**src/rtl/serial_word_receiver.sv**
```systemverilog
// serial_word_receiver
//   Hunts a serial bit stream (from the upstream shift register's MSB) for a
//   sync pattern, then assembles WORDS_PER_FRAME words of WORD_W bits each and
//   presents them on a one-deep valid/ready output register.
//
// Optional feature: define SERIAL_WORD_RECEIVER_PARITY_EN to expect one odd
//   parity bit after every data word; ParErr then flags a mismatch. With the
//   macro undefined no parity bit is consumed and ParErr is tied 0.
//
// Ports:
//   Clk        clock, rising edge
//   ResetB     synchronous active-low reset
//   BitIn      serial data bit, qualified by BitValid
//   BitValid   BitIn is sampled only when 1
//   WordReady  consumer accepts WordOut when WordValid & WordReady
//   OvrClr     synchronous clear of sticky Overrun
//   WordOut    assembled word, first received bit is MSB
//   WordValid  WordOut holds an unaccepted word
//   FrameFirst word is the first of its frame
//   Locked     1 while assembling a frame
//   Overrun    sticky, set when a completed word is dropped
//   ParErr     parity mismatch for WordOut (0 without parity feature)
//
// WORD_W and SYNC_W must be at least 2.
module serial_word_receiver #(
  parameter int                WORD_W          = 4,
  parameter int                SYNC_W          = 4,
  parameter logic [SYNC_W-1:0] SYNC_PAT        = 4'b1011,
  parameter int                WORDS_PER_FRAME = 2
) (
  input  logic              Clk,
  input  logic              ResetB,
  input  logic              BitIn,
  input  logic              BitValid,
  input  logic              WordReady,
  input  logic              OvrClr,
  output logic [WORD_W-1:0] WordOut,
  output logic              WordValid,
  output logic              FrameFirst,
  output logic              Locked,
  output logic              Overrun,
  output logic              ParErr
);

  localparam int BC_W = $clog2(WORD_W + 1);
  localparam int FC_W = $clog2(SYNC_W + 1);
`ifdef SERIAL_WORD_RECEIVER_PARITY_EN
  localparam int LAST_BIT = WORD_W;      // parity bit closes the word
`else
  localparam int LAST_BIT = WORD_W - 1;
`endif

  typedef enum logic {HUNT = 1'b0, ASSEMBLE = 1'b1} state_t;

  state_t            state_q, state_d;
  logic [SYNC_W-1:0] hist_q, hist_d;
  logic [FC_W-1:0]   fill_q, fill_d;
  logic [BC_W-1:0]   bit_cnt_q, bit_cnt_d;
  logic [7:0]        word_cnt_q, word_cnt_d;
  logic [WORD_W-1:0] asm_q, asm_d;
  logic [WORD_W-1:0] out_q, out_d;
  logic              vld_q, vld_d;
  logic              first_q, first_d;
  logic              ovr_q, ovr_d;
  logic              perr_q, perr_d;

  logic [SYNC_W-1:0] hist_sh;
  logic [WORD_W-1:0] asm_sh;
  logic [FC_W-1:0]   fill_inc;
  logic              done;
  logic [WORD_W-1:0] done_word;
  logic              done_perr;
  logic              load;

  assign hist_sh  = {hist_q[SYNC_W-2:0], BitIn};
  assign asm_sh   = {asm_q[WORD_W-2:0], BitIn};
  assign fill_inc = (fill_q == FC_W'(SYNC_W)) ? fill_q : fill_q + 1'b1;

  always_comb begin
    state_d    = state_q;
    hist_d     = hist_q;
    fill_d     = fill_q;
    bit_cnt_d  = bit_cnt_q;
    word_cnt_d = word_cnt_q;
    asm_d      = asm_q;
    out_d      = out_q;
    vld_d      = vld_q;
    first_d    = first_q;
    ovr_d      = ovr_q;
    perr_d     = perr_q;
    done       = 1'b0;
    done_word  = asm_sh;
    done_perr  = 1'b0;
    load       = 1'b0;

    case (state_q)
      HUNT: begin
        if (BitValid) begin
          hist_d = hist_sh;
          fill_d = fill_inc;
          // fill guard keeps reset-time zeros from forming a false match
          if (hist_sh == SYNC_PAT && fill_inc == FC_W'(SYNC_W)) begin
            state_d    = ASSEMBLE;
            bit_cnt_d  = '0;
            word_cnt_d = '0;
            asm_d      = '0;
          end
        end
      end
      ASSEMBLE: begin
        if (BitValid) begin
`ifdef SERIAL_WORD_RECEIVER_PARITY_EN
          // data bits shift in; the parity bit only feeds the check
          if (bit_cnt_q < BC_W'(WORD_W)) asm_d = asm_sh;
          done_word = asm_q;
          done_perr = ~(^asm_q ^ BitIn);
`else
          asm_d = asm_sh;
`endif
          bit_cnt_d = bit_cnt_q + 1'b1;
          if (bit_cnt_q == BC_W'(LAST_BIT)) begin
            done       = 1'b1;
            bit_cnt_d  = '0;
            word_cnt_d = word_cnt_q + 1'b1;
            if (word_cnt_q == 8'(WORDS_PER_FRAME - 1)) begin
              state_d = HUNT;
              hist_d  = '0;
              fill_d  = '0;
            end
          end
        end
      end
      default: state_d = HUNT;
    endcase

    // Output slot is free if empty or being drained this same cycle.
    load = done & (~vld_q | WordReady);
    if (load) begin
      out_d   = done_word;
      vld_d   = 1'b1;
      first_d = (word_cnt_q == 8'd0);
      perr_d  = done_perr;
    end else if (vld_q & WordReady) begin
      vld_d = 1'b0;
    end

    // Set beats clear when both happen in one cycle.
    if (done & ~load)  ovr_d = 1'b1;
    else if (OvrClr)   ovr_d = 1'b0;
  end

  always_ff @(posedge Clk) begin
    if (!ResetB) begin
      state_q    <= HUNT;
      hist_q     <= '0;
      fill_q     <= '0;
      bit_cnt_q  <= '0;
      word_cnt_q <= '0;
      asm_q      <= '0;
      out_q      <= '0;
      vld_q      <= 1'b0;
      first_q    <= 1'b0;
      ovr_q      <= 1'b0;
      perr_q     <= 1'b0;
    end else begin
      state_q    <= state_d;
      hist_q     <= hist_d;
      fill_q     <= fill_d;
      bit_cnt_q  <= bit_cnt_d;
      word_cnt_q <= word_cnt_d;
      asm_q      <= asm_d;
      out_q      <= out_d;
      vld_q      <= vld_d;
      first_q    <= first_d;
      ovr_q      <= ovr_d;
      perr_q     <= perr_d;
    end
  end

  assign WordOut    = out_q;
  assign WordValid  = vld_q;
  assign FrameFirst = first_q;
  assign Locked     = (state_q == ASSEMBLE);
  assign Overrun    = ovr_q;
  assign ParErr     = perr_q;

endmodule

```
**config.mk**
```make
export PLATFORM = sky130hd
export DESIGN_NAME = serial_word_receiver
export DESIGN_NICKNAME = d
export VERILOG_FILES = /design/src/rtl/serial_word_receiver.sv
export SDC_FILE = /design/constraint.sdc
export NUM_CORES = 1
export LEC_CHECK = 0
export BUFFER_PORTS_ARGS = -buffer_cell sky130_fd_sc_hd__buf_2
export CAP_MARGIN = 20
export CORE_AREA = 3 3 54 61
export CTS_CLUSTER_DIAMETER = 150
export DETAILED_ROUTE_END_ITERATION = 8
export DIE_AREA = 0 0 57 64
export PLACE_DENSITY = 0.71
export SYNTH_ARGS = -nofsm -noshare
export SYNTH_HDL_FRONTEND = slang
export SYNTH_SLANG_ARGS = --single-unit
```
**constraint.sdc**
```tcl
create_clock -name Clk -period 1.99 [get_ports Clk]
set_clock_uncertainty 0.15 [all_clocks]
set_input_delay 0.398 -clock Clk [delete_from_list [all_inputs] [get_ports Clk]]
set_output_delay 0.398 -clock Clk [all_outputs]
set_load 0.01 [all_outputs]
```
==> results_dict.tcl, run 1 <==
set metrics [dict create \
    drt.antenna.violating_nets 0 \
    drive_gt1_frac 0.222 \
    ctsHoldBuffers 0 \
    n_antenna_cell 0 \
    synth-main-ff-cell "dfxtp_1" \
    insertion_delay_ns 0.33 \
    fin_util 0.591 \
    die_y_um 64 \
    grt_max_degree 23 \
    syn2layout_area_growth_pct 19.4 \
    cts_tree "built" \
    grt_pass1_wl_um 4710 \
    rows 20 \
    dpl_cell_area_mm2 0.00151 \
    status "finished with violations" \
    synth_area_leaders "dfxtp_1 (41%), ha_1 (5.5%), mux2i_1 (3.7%)" \
    end_kind "flip-flop" \
    die_w_um 57 \
    postSynthNetCount 166 \
    synthTopCellsByCount "dfxtp_1 (28), nand2_1 (12), inv_1 (11), nor2_1 (9), nand3_1 (8)" \
    place_hpwl_um 2020 \
    syn_area_mm2 0.00136 \
    synth_enable_flop_cells 0 \
    cts_buffers 3 \
    seq_area_um2 563 \
    final_area_mm2 0.00163 \
    synthCells 154 \
    post_drt_wl_per_cell_um 13.5 \
    finalNonFillerCells 209 \
    drc 0 \
    whs_path_depth 3 \
    htreeDepth 1 \
    cellPowerDensity_mw_per_mm2 633 \
    io_pins 15 \
    hp-class "input pin to flip-flop" \
    avgViaCountPerCell 5.43 \
    critPathRequiredTime_ns 2.08 \
    nFillCells 260 \
    drtIter0Drc 33 \
    synth_area_per_cell_um2 8.86 \
    dpl_worst_slack_ns -0.0681 \
    start_util 0.495 \
    core_area_mm2 0.00275 \
    holdWs_ns 0.192 \
    worstSetupPathType "flip-flop to flip-flop" \
    multi_input_area_um2 771 \
    track_usage 0.160 \
    max_freq_mhz 499 \
    dp_cells 202 \
    maxCapViolations 0 \
    gr-total-overflow 0 \
    hold_viol 0 \
    drtPass1Iterations 4 \
    failed_checks "setup timing" \
    cts_root_buf "clkbuf_4" \
    clock-sinks 28 \
    min_period_ns 2.00 \
    critical_path.max_fanout 3 \
    crit_arrival_ns 2.09 \
    antenna_found_initial 0 \
    min-delay-start "BitIn" \
    reg2reg_from "fill_q[0]$_SDFFE_PN0P_" \
    place_congestion 0.800 \
    yosysTopAreaCell "dfxtp_1" \
    routed_wl_um 2820 \
    cts.clk_slew.worst_paths_ns 0.16 \
    finalNetCount 189 \
    yosysMostFrequentCell "dfxtp_1" \
    rsz0062_at_grt "true" \
    setup_ws_ns -0.0149 \
    rr_worst_depth 6 \
    slew_violations 0 \
    p_leak_nw 0.606 \
    cts_buffer_depth 2 \
    vias 1135 \
    ys_ff_latch 28 \
    setup_viol 1 \
    finalCritPeriodShare 1.01 \
    yosysSeqAreaShare 0.411 \
    crit_start "fill_q[0]$_SDFFE_PN0P_" \
    vdd_drop_max_mv 0.412 \
    setup_tns_ns -0.0149 \
    port_buffers 13 \
    synth.distinct_cells 39 \
    die_area_mm2 0.00365 \
    async_reset_ff_frac 0 \
    report.power.total_mw 1.03 \
    synth_top_area_share 0.411 \
    critPathLaunchType "flip-flop" \
    grt_pass1_vias 1128 \
    yosysWarnings 0 \
]
## cell families (layout without fill, tap and decap cells)
group                      count (synthesis)  count (layout)  synth area share
AOI/OAI and AO/OA                         26              26             0.141
xor gates and xnor gates                   5               5            0.0321
adders and majority gates                  6               6            0.0550
buffers and inverters                     18              40            0.0560
DFF                                       28              28             0.411
muxes                                      5               5            0.0367
other                                      1               1           0.00275
and+or+nand+nor                           65              65             0.265
## sequential cells by signal, summed over array words and instances (netlist names)
signal      count
bit_cnt_q       3
WordOut         4
WordValid       1
Locked          1
hist_q          3
Overrun         1
fill_q          3
word_cnt_q      8
asm_q           3
FrameFirst      1
## final cells by class
| cell class | count | share of cell area |
|---|---|---|
| multi-input combinational | 108 | 0.473 |
| tap | 33 | 0.0254 |
| timing repair buffer | 25 | 0.0976 |
| inverter | 11 | 0.0254 |
| clock buffer | 3 | 0.0138 |
| clock inverter | 1 | 0.0184 |
| sequential | 28 | 0.346 |
## critical path, cell delays in order, from the launching register on
cell     delay, ns
dfxtp_2       0.38
inv_2         0.06
ha_4          0.15
or3b_4        0.39
a31o_4        0.24
or3_4         0.37
a31o_1        0.18
## final timing paths
kind / end / slack, ns
setup / recovery: word_cnt_q[7]$_SDFFE_PN0P_ / -0.01
setup reg to reg: word_cnt_q[7]$_SDFFE_PN0P_ / -0.01
hold reg to reg: bit_cnt_q[2]$_SDFFE_PN0P_ / 0.32
hold / removal: hist_q[0]$_SDFFE_PN0P_ / 0.19
## cell usage in the layout (no fill, tap or decap), drive strengths merged, types with 2 or more instances in the layout
cell	synthesis	final
a22oi	3	3
nor3	4	4
clkbuf	4	3
ha	6	6
o31ai	3	3
a21oi	2	2
nand2	12	12
nand4b	2	2
o21ai	6	6
and2	3	3
buf	3	25
nand4	4	4
a31o	2	2
nand2b	5	5
mux2i	5	5
and4b	2	2
inv	11	11
xor2	2	2
nor2	9	9
dfxtp	28	28
a21boi	7	7
nor2b	6	6
xnor2	3	3
and3	3	3
nand3	8	8
## power by group
part	switching (mW)	internal (mW)
sequential	0.00513	0.567
combinational	0.0424	0.0438
clock	0.168	0.204
total	0.216	0.814
## metal layers
metal  wire, µm  vias up  GRT usage
met4         63        0     0.0870
met3         86        8     0.0303
met1       1260      535      0.187
met5          0        -          0
met2       1410       19      0.271
li1           -      573          -
## what timing repair did
action | in CTS | in global routing
buffers inserted | 0 | 3
resized for setup | 1 | 8
pin swaps | 2 | 2
endpoints found under the setup margin | 9 | 10
(Power assumes the default switching activity.)
==> inputs of run 2 (changes only) <==
SETUP_SLACK_MARGIN = 0.4   (was not set)
==> run 2 against run 1 <==
Net effect: sequential power about the same; final cell count up 2.4%; sequential share of layout area down 0.43 points; global-route usage down 0.52 points; the run now ends clean; register-to-register slack better by 0.11 ns; fmax up 5.8%; worst hold slack about the same; critical path type unchanged; total power up 0.44%; die area unchanged; critical path depth unchanged; routed wire length down 3.6%; first-iteration DRC count up 24%.
==> results_dict.tcl, run 2 (same netlist as run 1, synthesis figures left out) <==
set metrics [dict create \
    largest_reg_flops 8 \
    slew_violations 0 \
    drt.antenna.violating_nets 0 \
    grt_pass1_wl_um 4610 \
    syn2layout_area_growth_pct 22.2 \
    setup_ws_ns 0.0958 \
    cts.clk_slew.worst_paths_ns 0.15 \
    die_y_um 64 \
    crit_start "fill_q[0]$_SDFFE_PN0P_" \
    track_usage 0.155 \
    multi_input_area_um2 769 \
    maxCapViolations 0 \
    p_leak_nw 0.616 \
    setup_viol 0 \
    nFillCells 255 \
    status "complete, no violations" \
    place_congestion 0.843 \
    place_hpwl_um 1980 \
    rr_worst_depth 6 \
    rsz0062_at_grt "true" \
    drtIter0Drc 41 \
    drive_gt1_frac 0.271 \
    htreeDepth 1 \
    vdd_drop_max_mv 0.450 \
    layout_common_cells "dfxtp_1 (23), buf_4 (17), buf_2 (13), nand2_1 (12)" \
    post_drt_wl_per_cell_um 12.7 \
    io_pins 15 \
    antenna_found_initial 0 \
    cts_root_buf "clkbuf_4" \
    finalCritPeriodShare 0.952 \
    hp-class "input pin to flip-flop" \
    holdWs_ns 0.192 \
    insertion_delay_ns 0.34 \
    worstSetupPathType "flip-flop to flip-flop" \
    reg2reg_setup_slack_ns 0.1 \
    reg2reg_from "fill_q[0]$_SDFFE_PN0P_" \
    drtPass1Iterations 4 \
    finalNetCount 194 \
    seq_area_um2 569 \
    vias 1147 \
    die_area_mm2 0.00365 \
    critical_path.max_fanout 3 \
    grt_max_degree 23 \
    hold_viol 0 \
    routed_wl_um 2720 \
    crit_arrival_ns 1.99 \
    dpl_worst_slack_ns -0.0169 \
    worstSetupEndpoint "word_cnt_q[7]$_SDFFE_PN0P_" \
    drc 0 \
    report.power.total_mw 1.03 \
    n_antenna_cell 0 \
    cts_buffers 3 \
    avgViaCountPerCell 5.36 \
    grt_pass1_vias 1065 \
    cellPowerDensity_mw_per_mm2 621 \
    core_area_mm2 0.00275 \
    cts_tree "built" \
    final_common_cell "dfxtp_1" \
    setup_tns_ns 0 \
    cts_buffer_depth 2 \
    port_buffers 13 \
    max_freq_mhz 528 \
    top_register "word_cnt_q" \
    critPathRequiredTime_ns 2.09 \
    die_w_um 57 \
    start_util 0.495 \
    min_period_ns 1.89 \
    r2r-end "word_cnt_q[7]$_SDFFE_PN0P_" \
    ctsHoldBuffers 0 \
    end_kind "flip-flop" \
    gr-total-overflow 0 \
    rows 20 \
    critPathLaunchType "flip-flop" \
    clock-sinks 28 \
]
## run 2: cell types whose count changed in the layout (fill, tap and decap cells not counted), sizes merged
cell / previous run / this run
buf: 25 / 30
## run 2: through the flow
step / cell area, µm² / cells / util
2_1_floorplan: 1400 / 154 / -
3_3_place_gp: 1530 / 203 / 0.556
3_5_place_dp: 1530 / 203 / 0.556
4_1_cts: 1630 / 212 / 0.592
5_1_grt: 1670 / 214 / 0.605
6_report: 1670 / 214 / 0.605
## run 2: worst min-delay path by stage
stage	start	to	slack, ns	cells past startpoint
5_1_grt	BitIn	hist_q[0]$_SDFFE_PN0P_	0.17	3
3_5_place_dp	bit_cnt_q[2]$_SDFFE_PN0P_	bit_cnt_q[2]$_SDFFE_PN0P_	0.31	2
4_1_cts	BitIn	hist_q[0]$_SDFFE_PN0P_	0.18	3
6_report	BitIn	hist_q[0]$_SDFFE_PN0P_	0.19	3
3_3_place_gp	bit_cnt_q[2]$_SDFFE_PN0P_	bit_cnt_q[2]$_SDFFE_PN0P_	0.30	2
2_1_floorplan	bit_cnt_q[2]$_SDFFE_PN0P_	bit_cnt_q[2]$_SDFFE_PN0P_	0.29	2
## run 2: worst max-delay path: stages (launching register included)
cell and delay, ns:
dfxtp_2 0.38, inv_2 0.05, ha_4 0.15, or3b_1 0.34, a31o_1 0.20, or3_1 0.37, a31o_1 0.18
## run 2: layout make-up
cell class | instances | area share
clock buffer | 3 | 0.0135
clock inverter | 1 | 0.0180
inverter | 11 | 0.0248
multi-input combinational | 108 | 0.462
sequential | 28 | 0.342
tap | 33 | 0.0248
timing repair buffer | 30 | 0.116
## run 2: timing repair
action	4_1_cts	5_1_grt
buffers inserted	5	2
gates cloned	0	0
endpoints found under the setup margin	26	27
endpoints found under the hold margin	0	0
resized for setup	5	4
pin swaps	5	1
## run 2: routing by layer
metal  GRT usage  vias up  share of wire
met4      0.0435        0         0.0048
met2       0.270       17           0.48
met3      0.0242        2          0.033
li1            -      589              -
met5           0        -              0
met1       0.195      539           0.48
## run 2: report_power, final
group	total (mW)	leakage, nW	internal [mW]	switching [mW]
clock	0.385	0.0279	0.204	0.181
combinational	0.0798	0.360	0.0414	0.0384
sequential	0.570	0.229	0.565	0.00433
==> inputs of run 3 (changes only) <==
BUFFER_PORTS_ARGS = not set   (was -buffer_cell sky130_fd_sc_hd__buf_2)
CORE_AREA = 3 3 52 59   (was 3 3 54 61)
CTS_CLUSTER_DIAMETER = 40   (was 150)
DIE_AREA = 0 0 55 62   (was 0 0 57 64)
DONT_BUFFER_PORTS = 1   (was not set)
PLACE_DENSITY = 0.7   (was 0.71)
==> run 3 against run 2 <==
Net effect: final cell count fell by 8.9%; flip-flop and latch count did not move; register-to-register slack got worse by 0.05 ns; sequential share of layout area rose by 1.5 points; first-iteration DRC count fell by 24%; non-clock buffer count fell by 17; worst hold slack got worse by 0.17 ns; clock power fell by 3%; fmax fell by 2.3%; critical path depth did not move.
==> results_dict.tcl, run 3 (same netlist as run 1, synthesis figures left out) <==
set metrics [dict create \
    max_freq_mhz 516 \
    gr-total-overflow 0 \
    finalNetCount 177 \
    grt_max_degree 23 \
    reg2reg_from "fill_q[0]$_SDFFE_PN0P_" \
    cts_buffers 3 \
    rr_worst_depth 6 \
    critPathRequiredTime_ns 2.08 \
    die_area_mm2 0.00341 \
    grt.busiest_layer "met2" \
    cts_tree "built" \
    largest_reg_flops 8 \
    min_period_ns 1.94 \
    cts_root_buf "clkbuf_4" \
    setup_ws_ns 0.0504 \
    cts_buffer_depth 2 \
    die_y_um 62 \
    htreeDepth 1 \
    setup_viol 0 \
    top_register "word_cnt_q" \
    slowest_delay_ns 0.38 \
    setup_tns_ns 0 \
    end_kind "flip-flop" \
    critical_path.max_fanout 3 \
    min_to "Overrun$_SDFFE_PN0P_" \
    insertion_delay_ns 0.33 \
    layout_common_cells "dfxtp_1 (22), nand2_1 (12), buf_4 (11)" \
    globalRouteMet3Util 0.0286 \
    min-delay-start "ResetB" \
    p_leak_nw 0.546 \
    drtIter0Drc 31 \
    io_pins 15 \
    r2r-end "word_cnt_q[7]$_SDFFE_PN0P_" \
    dp_cells 187 \
    critPathSlowestCell "dfxtp_2" \
    start_util 0.541 \
    antenna_found_initial 0 \
    fin_util 0.634 \
    rows 19 \
    vdd_drop_max_mv 0.513 \
    final_common_cell "dfxtp_1" \
    reg2reg_setup_slack_ns 0.05 \
    routed_wl_um 2690 \
    avgViaCountPerCell 5.69 \
    p_seq_frac 0.565 \
    maxCapViolations 0 \
    vias 1110 \
    crit_top_cell "a31o_1" \
    die_w_um 55 \
    ctsHoldBuffers 0 \
    cell_internal_pwr_mw 0.804 \
    post_drt_wl_per_cell_um 13.8 \
    slew_violations 0 \
    grt_pass1_vias 1033 \
    n_antenna_cell 0 \
    finalNonFillerCells 195 \
    drtPass1Iterations 4 \
    place_hpwl_um 1950 \
    drt.antenna.violating_nets 0 \
    cp_num_buf_inv 1 \
    hp-class "input pin to flip-flop" \
    cp_cell_sequence "inv_2 > ha_4 > or3b_1 > a31o_1 > or3_4 > a31o_1" \
    status "complete, no violations" \
    p_sw_mw 0.204 \
    drc 0 \
    whs_path_depth 1 \
    p_clk_frac 0.371 \
    met2_usage 0.294 \
    hold_viol 0 \
    critPathLaunchType "flip-flop" \
    clock-sinks 28 \
    cellPowerDensity_mw_per_mm2 631 \
    switching_share 0.202 \
    place_congestion 0.761 \
    rsz0062_at_grt "true" \
    drive_gt1_frac 0.220 \
    dpl_worst_slack_ns -0.0344 \
    cts.clk_slew.worst_paths_ns 0.15 \
    use_met1 0.220 \
    core_area_mm2 0.00252 \
    pwr-share-comb 0.063 \
    syn2layout_area_growth_pct 17.2 \
    grt_pass1_wl_um 4320 \
    finalCritPeriodShare 0.975 \
    crit_arrival_ns 2.03 \
    port_buffers 0 \
    track_usage 0.172 \
    critPathTopFamily "simple AND/OR/NAND/NOR gates" \
    worstSetupPathType "flip-flop to flip-flop" \
]
[run 3: changes by cell type in the layout (fill, tap and decap cells not counted), sizes merged]
| cell | previous run | this run |
|---|---|---|
| buf | 30 | 13 |
[run 3: metal layers]
| layer | vias to the layer above | share of wire |
|---|---|---|
| met2 | 25 | 0.51 |
| li1 | 551 | - |
| met3 | 0 | 0.048 |
| met5 | - | 0 |
| met4 | 0 | 0 |
| met1 | 534 | 0.45 |
[run 3: power groups by stage]
stage	logic (mW)	clock network, mW	registers [mW]
after floorplan	0.0438	0	0.583
after global placement	0.0535	0	0.583
after detailed placement	0.0552	0	0.583
after CTS	0.0616	0.384	0.571
after global routing	0.0703	0.399	0.571
final	0.0639	0.374	0.570
[run 3: what timing repair did]
action / 4_1_cts / 5_1_grt
resized for setup: 9 / 10
hold endpoints to repair: 0 / 0
pin swaps: 4 / 1
setup endpoints to repair: 21 / 26
buffers inserted: 3 / 1
[run 3: area by class of cell]
cell class | instances | area, µm²
clock buffers | 3 | 22.5
clock inverters | 1 | 30.0
fillers | 232 | 922
inverters | 11 | 41.3
multi-input cells | 108 | 790
flip-flops and latches | 28 | 571
well taps | 31 | 38.8
repair buffers | 13 | 105
[run 3: worst reg2reg max path, stage by stage (launching register included)]
cell and delay (ns):
dfxtp_2 0.38, inv_2 0.05, ha_4 0.15, or3b_1 0.34, a31o_1 0.23, or3_4 0.38, a31o_1 0.18
[run 3: per-stage QoR]
step / cell area, µm² / power [mW] / hold WS [ns]
3_5_place_dp: 1460 / 0.638 / 0.306
5_1_grt: 1600 / 1.04 / 0.00323
4_1_cts: 1550 / 1.02 / 0.0139
2_1_floorplan: 1400 / 0.627 / 0.286
6_report: 1600 / 1.01 / 0.0262
3_3_place_gp: 1460 / 0.636 / 0.302
[run 3: how the worst max path moves through the flow]
stage / start / end / slack (ns) / cells past startpoint
finish: fill_q[0]$_SDFFE_PN0P_ / word_cnt_q[7]$_SDFFE_PN0P_ / 0.05 / 6
global route: fill_q[0]$_SDFFE_PN0P_ / word_cnt_q[7]$_SDFFE_PN0P_ / 0.00007 / 6
CTS: fill_q[1]$_SDFFE_PN0P_ / word_cnt_q[7]$_SDFFE_PN0P_ / 0.05 / 6
detailed placement: fill_q[0]$_SDFFE_PN0P_ / word_cnt_q[7]$_SDFFE_PN0P_ / -0.03 / 6
global placement: fill_q[0]$_SDFFE_PN0P_ / word_cnt_q[7]$_SDFFE_PN0P_ / 0.01 / 6
floorplan: fill_q[0]$_SDFFE_PN0P_ / word_cnt_q[7]$_SDFFE_PN0P_ / 0.006 / 6
